===== config.mk =====
export PLATFORM = sky130hd
export DESIGN_NAME = serial_adder
export DESIGN_NICKNAME = d
export VERILOG_FILES = /design/src/rtl/serial_adder_pkg.sv /design/src/rtl/adder_digit.sv /design/src/rtl/serial_adder.sv
export SDC_FILE = /design/constraint.sdc
export NUM_CORES = 1
export LEC_CHECK = 0
export BUFFER_PORTS_ARGS = -buffer_cell sky130_fd_sc_hd__buf_2
export CAP_MARGIN = 40
export CORE_MARGIN = 4
export CORE_UTILIZATION = 50
export CTS_CLUSTER_SIZE = 10
export DETAILED_ROUTE_END_ITERATION = 10
export GPL_ROUTABILITY_DRIVEN = 0
export PLACE_DENSITY = 0.85
export SLEW_MARGIN = 20
export SYNTH_ARGS = -nofsm -noshare
export SYNTH_HDL_FRONTEND = slang
export SYNTH_SLANG_ARGS = --single-unit

===== constraint.sdc =====
create_clock -name clk -period 3.85 [get_ports clk]
set_input_delay 0.77 -clock clk [delete_from_list [all_inputs] [get_ports clk]]
set_output_delay 0.77 -clock clk [all_outputs]
set_load 0.05 [all_outputs]

===== src/rtl/serial_adder_pkg.sv =====
// Shared types and elaboration helpers for the digit-serial adder.
package serial_adder_pkg;

  typedef enum logic [1:0] {
    StIdle,
    StRun,
    StHold
  } state_e;

  // Legal configuration: DIGIT >= 1 and DIGIT divides WIDTH.
  function automatic bit cfg_ok(int unsigned width, int unsigned digit);
    if (digit < 1) return 1'b0;
    return (width % digit) == 0;
  endfunction

  // Digit counter width, never narrower than one bit.
  function automatic int unsigned cnt_width(int unsigned n);
    return (n > 1) ? $clog2(n) : 1;
  endfunction

endpackage


===== src/rtl/adder_digit.sv =====
// Combinational DIGIT-bit ripple slice. c_msb is the carry into the top bit of the slice,
// which for the last digit is the carry into bit WIDTH-1 (used for signed overflow).
module adder_digit #(
  parameter int unsigned DIGIT = 4
) (
  input  logic [DIGIT-1:0] a_d,
  input  logic [DIGIT-1:0] b_d,
  input  logic             c_in,
  output logic [DIGIT-1:0] s_d,
  output logic             c_out,
  output logic             c_msb
);

  logic [DIGIT:0] c;

  // Bitwise ripple through the slice
  always_comb begin
    c    = '0;
    s_d  = '0;
    c[0] = c_in;
    for (int i = 0; i < int'(DIGIT); i++) begin
      s_d[i]  = a_d[i] ^ b_d[i] ^ c[i];
      c[i+1]  = (a_d[i] & b_d[i]) | (a_d[i] & c[i]) | (b_d[i] & c[i]);
    end
  end

  assign c_out = c[DIGIT];
  assign c_msb = c[DIGIT-1];

endmodule


===== src/rtl/serial_adder.sv =====
// Digit-serial adder: accepts a, b, carry_in in IDLE, adds DIGIT bits per cycle in RUN,
// presents sum/carry_out in HOLD until the consumer takes them.
// Optional feature: define SERIAL_ADDER_OVF_EN to add the signed overflow output.
module serial_adder
  import serial_adder_pkg::*;
#(
  parameter int unsigned WIDTH = 16,
  parameter int unsigned DIGIT = 4
) (
  input  logic             clk,
  input  logic             rst_n,
  input  logic             in_valid,
  output logic             in_ready,
  input  logic [WIDTH-1:0] a,
  input  logic [WIDTH-1:0] b,
  input  logic             carry_in,
  output logic             out_valid,
  input  logic             out_ready,
  output logic [WIDTH-1:0] sum,
  output logic             carry_out
`ifdef SERIAL_ADDER_OVF_EN
  ,
  output logic             overflow
`endif
);

  // Guard the division so a bad DIGIT reaches the fatal check rather than a divide-by-zero.
  localparam int unsigned N    = (DIGIT == 0) ? 1 : WIDTH / DIGIT;
  localparam int unsigned CntW = cnt_width(N);

  if (!cfg_ok(WIDTH, DIGIT)) begin : gen_cfg_fatal
    $fatal(1, "serial_adder: DIGIT must be >= 1 and divide WIDTH");
  end

  state_e           state_q, state_d;
  logic [WIDTH-1:0] a_q, a_d, b_q, b_d, sum_q, sum_d;
  logic             carry_q, carry_d;
  logic [CntW-1:0]  cnt_q, cnt_d;
  logic [DIGIT-1:0] a_dig, b_dig, s_dig;
  logic             c_out, c_msb;
  logic             last;
  int unsigned      idx;

  assign idx   = cnt_q * DIGIT;
  assign a_dig = a_q[idx +: DIGIT];
  assign b_dig = b_q[idx +: DIGIT];
  assign last  = (cnt_q == CntW'(N - 1));

  adder_digit #(
    .DIGIT (DIGIT)
  ) u_adder_digit (
    .a_d   (a_dig),
    .b_d   (b_dig),
    .c_in  (carry_q),
    .s_d   (s_dig),
    .c_out (c_out),
    .c_msb (c_msb)
  );

  // Next-state logic: accept in IDLE, one digit per RUN cycle, wait for consumer in HOLD
  always_comb begin
    state_d = state_q;
    a_d     = a_q;
    b_d     = b_q;
    sum_d   = sum_q;
    carry_d = carry_q;
    cnt_d   = cnt_q;
    unique case (state_q)
      StIdle: begin
        if (in_valid) begin
          a_d     = a;
          b_d     = b;
          carry_d = carry_in;
          sum_d   = '0;
          cnt_d   = '0;
          state_d = StRun;
        end
      end
      StRun: begin
        sum_d[idx +: DIGIT] = s_dig;
        carry_d             = c_out;
        cnt_d               = cnt_q + 1'b1;
        if (last) state_d = StHold;
      end
      StHold: begin
        if (out_ready) state_d = StIdle;
      end
      default: state_d = StIdle;
    endcase
  end

  // State and datapath registers
  always_ff @(posedge clk or negedge rst_n) begin
    if (!rst_n) begin
      state_q <= StIdle;
      a_q     <= '0;
      b_q     <= '0;
      sum_q   <= '0;
      carry_q <= 1'b0;
      cnt_q   <= '0;
    end else begin
      state_q <= state_d;
      a_q     <= a_d;
      b_q     <= b_d;
      sum_q   <= sum_d;
      carry_q <= carry_d;
      cnt_q   <= cnt_d;
    end
  end

  assign in_ready  = (state_q == StIdle);
  assign out_valid = (state_q == StHold);
  assign sum       = sum_q;
  assign carry_out = carry_q;

`ifdef SERIAL_ADDER_OVF_EN
  logic ovf_q;

  // Overflow captured on the final digit, cleared on accept
  always_ff @(posedge clk or negedge rst_n) begin
    if (!rst_n) begin
      ovf_q <= 1'b0;
    end else if (state_q == StIdle && in_valid) begin
      ovf_q <= 1'b0;
    end else if (state_q == StRun && last) begin
      ovf_q <= c_msb ^ c_out;
    end
  end

  assign overflow = ovf_q;
`else
  logic unused_c_msb;
  assign unused_c_msb = c_msb;
`endif

endmodule


; ---- Word-level counts from Yosys, hierarchy flattened
; Index checks and enable logic that the tools add are counted.
[classes]
n_bitwise = 28
shifts = 4
div = 0
n_addsub = 2
multipliers = 0
n_lt_le_gt_ge = 0
eq_ne = 6
n_mux = 11
n_reduce_logical = 5
[ops]
columns = operator, count
row1 = 4-bit negator with 34-bit output, 1
row2 = 4-bit by 34-bit variable shift with 16-bit output (first input constant), 1
row3 = 4-bit by 34-bit variable part select with 16-bit output, 1
row4 = 16-bit case mux with 2 select lines, 1
row5 = 16-bit by 5-bit variable part select with 4-bit output, 2
row6 = 16-bit bitwise mux, 1
row7 = 16-bit 2-to-1 mux, 1
row8 = 1-bit bitwise AND, 12
row9 = 2-bit 2-to-1 mux, 4
row10 = 1-bit bitwise OR, 8
row11 = 1-bit bitwise XOR, 8
row12 = 2-bit case mux with 3 select lines, 1
row13 = 2-bit equality test (second input constant), 2
row14 = 2-bit != test (second input constant), 2
row15 = 2-bit case mux with 2 select lines, 1
row16 = 2-bit AND reduction, 2
row17 = 3-bit AND reduction, 1
row18 = 2-bit by 1-bit adder with 2-bit output (second input constant), 1
row19 = 2-bit by 1-bit equality test with 1-bit output (second input constant), 1
row20 = 2-bit zero test, 1
row21 = 2-bit by 1-bit != test with 1-bit output (second input constant), 1
row22 = 1-bit case mux with 2 select lines, 1
row23 = 2-bit nonzero test, 1
row24 = 1-bit 2-to-1 mux, 1
[totals]
rom_bits = 0
regBits = 53
wordCells = 62
latchBits = 0
mem_count = 0
ram_bits = 0
output_inout_bits = 19
input_bits = 37

; ---- Logic depth before layout (Yosys ltp)
[depth]
depth_word = 14
depth_mapped = 9
depth_no_buf = 8

; ---- Modules after synthesis
; From an unflattened synthesis, not the netlist that was laid out.
[unflattened]
cells_unflattened = 173
area_unflattened_um2 = 2483.6
[modules_own_cells]
columns = module, cells_per_inst, seq_area_each_um2, instances, area_per_inst_um2
row1 = serial_adder, 159, 1326.3, 1, 2366.0
row2 = adder_digit, 14, 0.0, 1, 117.6

; ---- Worst setup path before layout
; OpenSTA, ideal clock, no wires.
[synth_timing]
path_kind = register to register
from = register cnt_q[0]
to = register sum_q[3], in the netlist sum[3]
arrival_time_ns = 2.665
stages_incl_launch_ff = 10
n_path_buf = 1
setup_ns = 0.121
period_less_slack_ns = 2.786
setup_slack_ns = 1.064
required_ns = 3.729
cell_sequence = dfrtp_1 > buf_4 > mux4_2 > fa_1 > inv_1 > fa_1 > fa_1 > inv_1 > fa_1 > a22o_1
[synth_via]
elab_chain_len = 14
elab_cells_between_ends = 30
classes_between = 1 x add/sub / 4 x shift / 2 x mux / 23 x bitwise
[synth_rtl]
columns = item, line_no
row1 = from (decl), serial_adder.sv:38  ; logic [CntW-1:0] cnt_q, cnt_d;
row2 = from (signal assigned), serial_adder.sv:107  ; cnt_q <= cnt_d;
row3 = 16-bit by 5-bit variable part select with 4-bit output (on tied branches), "serial_adder.sv:45, serial_adder.sv:46"
row4 = 1-bit bitwise AND, adder_digit.sv:23  ; c[i+1] = (a_d[i] & b_d[i]) | (a_d[i] & c[i]) | (b_d[i] & c[i]);
row5 = 1-bit bitwise OR (2 in series), adder_digit.sv:23
row6 = 1-bit bitwise AND, adder_digit.sv:23
row7 = 1-bit bitwise OR (2 in series), adder_digit.sv:23
row8 = 1-bit bitwise AND, adder_digit.sv:23
row9 = 1-bit bitwise OR (2 in series), adder_digit.sv:23
row10 = 1-bit bitwise XOR, adder_digit.sv:22  ; s_d[i] = a_d[i] ^ b_d[i] ^ c[i];
row11 = 4-bit by 34-bit variable part select with 16-bit output, serial_adder.sv:80  ; sum_d[idx +: DIGIT] = s_dig;
row12 = 16-bit bitwise mux (*), serial_adder.sv:80
row13 = 16-bit case mux with 2 select lines (*), serial_adder.sv:68  ; unique case (state_q)
row14 = to (signal assigned), serial_adder.sv:105  ; sum_q <= sum_d;
row15 = to (decl), serial_adder.sv:36  ; logic [WIDTH-1:0] a_q, a_d, b_q, b_d, sum_q, sum_d;
; Every way passes the cells marked *; elsewhere a longest branch is shown, timed or not.
; A chain may end at the register's enable or synchronous reset.

; ---- Worst setup path after layout
[layout_timing]
from = register cnt_q[1]
to = register sum_q[11], in the netlist sum[11]
; Same word-level chain as after synthesis.

==> flow_summary.json <==
{
  "drc": 0,
  "p_per_area_nw_per_um2": 991,
  "clk_pin_slew_worst_paths_ps": 90,
  "nFillCells": 383,
  "power_leakage_nw": 1.49,
  "slew_headroom_pct": 60.9,
  "synth_compound_area_share_pct": 8.33,
  "synth_area_leaders": "dfrtp_1 51%, mux2_4 17%, mux4_2 7.0%",
  "routed.top_layer": "met4",
  "fin_setup_tns_ps": 0,
  "io_buffers": 55,
  "placed_area_um2": 2920,
  "routed_wl_um": 4940,
  "synthesis.nets": 217,
  "coreArea_um2": 4880,
  "critical_path_class": "flip-flop to flip-flop",
  "wire_per_inst_um": 16.8,
  "die_x_um": 79.9,
  "design_area_um2": 3000,
  "startpoint_type": "flip-flop",
  "yosysTopAreaCellShare_pct": 51.3,
  "fmax_mhz": 357,
  "critPathSlowestCell": "dfrtp_1",
  "final_cell_mix": "55 x buf_2, 53 x dfrtp_1, 30 x mux2_4",
  "clock_path_buffers": 2,
  "final.setup.worst_slack_ps": 1050,
  "io_pins": 56,
  "wl_met1_um": 2130,
  "routed_via_density": 5.27,
  "hp-class": "input port to async pin",
  "synthXorXnorAreaFrac_pct": 0,
  "ir_worst_vdd_v": 0.000536,
  "power.total_mw": 2.98,
  "grt_pass1_wl_um": 8310,
  "cp-end-kind": "flip-flop",
  "cpMostUsedCell": "fa_1",
  "crit_path_max_incr_delay_ps": 670,
  "post-cts-setup-buffers": 0,
  "syn_inst": 171,
  "rsz0062_at_grt": "no",
  "grt_pass1_vias": 1648,
  "tightest_slew_ps": 587,
  "antenna_found_initial": 0,
  "synth_top_family_by_area": "multiplexers",
  "cts-root-buf": "clkbuf_8",
  "die_h_um": 79.9,
  "max-cap-violations": 0,
  "drtIter0Drc": 83,
  "synth_warnings": 0,
  "synthDistinctLibCells": 29,
  "yosys.area_share.simple_pct": 5.52,
  "synth.area.mux_share_pct": 25.3,
  "skew_ps": 6.82,
  "grt.total_usage_pct": 17.2,
  "clk_latency_ps": 300,
  "arrival_ps": 2990,
  "cts_tree": "done",
  "hpwl_um": 3850,
  "regArea_um2": 1330,
  "cts_sinks": 53,
  "min_period_over_period_pct": 72.8,
  "cts_made_buffers": 5,
  "cp_top_family": "adder cells",
  "antenna_cells": 0,
  "wl_met3_um": 291,
  "synth_seq_cells": 53,
  "path_buf_inv": 2,
  "cts-resized-gates": 0,
  "finish.utilization_pct": 61.5,
  "drive_above_1_share_pct": 46.3,
  "ys_seq_area_share_pct": 51.3,
  "start_util_pct": 53.0,
  "crit_fanout": 13,
  "multi_input_area_um2": 1150,
  "fin_crit_ps": 2800,
  "place_ws_ps": 1050,
  "rows": 25,
  "setup_viol": 0,
  "cts_max_level": 2,
  "hold_viol": 0,
  "required_ps": 4040,
  "synthAdderAreaFrac_pct": 5.52,
  "first_pass_iters": 4,
  "path_cells": "mux4_2 > fa_1 > inv_1 > fa_1 > fa_1 > inv_1 > fa_1 > a22o_1",
  "synth_top_cell_by_area": "dfrtp_1",
  "wl_met2_um": 2470,
  "area.growth.synth_to_final_pct": 16.2,
  "antenna_left": 0,
  "syn-cell-area_um2": 2580,
  "final_common_cell": "buf_2",
  "fin_nets": 273,
  "status": "completed",
  "num_vias": 1550,
  "hold_buffers": 0,
  "grt_overflow": 0,
  "grt_max_degree": 29,
  "syn-mean-instance-area_um2": 15.1,
  "slew_viol_final": 0,
  "die-area_um2": 6380
}
synthesized netlist by cell type:
cell type and count:
mux4_2 8, and3b_1 1, a22o_1 10, clkbuf_1 1
nor2_1 3, a21o_1 4, buf_2 3, nand3_1 2
nand2_1 7, o21bai_1 1, nand3b_1 2, ha_1 5
mux2_2 2, and3_1 2, mux2_4 30, and4bb_1 1
o2bb2ai_1 8, nor2b_1 2, a21oi_1 2, buf_4 1
nand4_1 1, and2_1 1, inv_1 9, fa_1 4
buf_6 4, a221o_1 1, nand2b_1 2, and4_1 1
dfrtp_1 53
logic make-up after synthesis:
| logic type | after synthesis |
|---|---|
| AOI/OAI and AO/OA | 26 |
| buffers and inverters | 18 |
| adders and majority gates | 9 |
| muxes | 40 |
| and+or+nand+nor | 25 |
| DFF | 53 |
state kept, by name, summed over array words and instances (netlist names):
name and count:
b_q 16, state_q 2, a_q 16, cnt_q 2, sum 16, carry_out 1
worst register-to-register path, stage by stage, from the launching register on:
cell and delay (ps):
dfrtp_1 670, mux4_2 320, fa_1 160, inv_1 50, fa_1 370, fa_1 360, inv_1 80, fa_1 470
a22o_1 230
final timing paths:
check / from / end / slack, ps / cells past startpoint
setup / recovery: cnt_q[1]$_DFFE_PN0P_ / sum[11]$_DFFE_PN0P_ / 1050 / 8
hold reg to reg: sum[10]$_DFFE_PN0P_ / sum[10]$_DFFE_PN0P_ / 490 / 1
min in group clk: sum[10]$_DFFE_PN0P_ / sum[10]$_DFFE_PN0P_ / 490 / 1
hold / removal: rst_n / a_q[0]$_DFFE_PN0P_ / 460 / 1
max in group asynchronous: rst_n / b_q[9]$_DFFE_PN0P_ / 2840 / 2
setup reg to reg: cnt_q[1]$_DFFE_PN0P_ / sum[11]$_DFFE_PN0P_ / 1050 / 8
metal layers:
metal	global-route usage [%]	up-vias
met5	0	-
met4	5.41	0
met3	4.63	6
met2	28.9	48
met1	21.7	761
li1	-	735
cell type report:
type / instances / area share (%)
well taps: 67 / 2.79
multi-input cells: 100 / 38.5
clock inverters: 1 / 0.292
repair buffers: 58 / 10.8
flip-flops and latches: 53 / 44.2
clock buffers: 6 / 2.42
inverters: 9 / 1.13
through the flow:
stage	std cells	hold WS [ps]
2_1_floorplan	171	474
3_3_place_gp	285	477
6_report	294	464
4_1_cts	294	480
3_5_place_dp	287	470
5_1_grt	294	513
report_power, final:
part           total [mW]  internal [mW]  switching [mW]
clock               0.297          0.126           0.170
combinational        1.66          0.783           0.873
sequential           1.02          0.816           0.208
total                2.98           1.73            1.25
No activity file was read; power rests on OpenSTA's default activity.
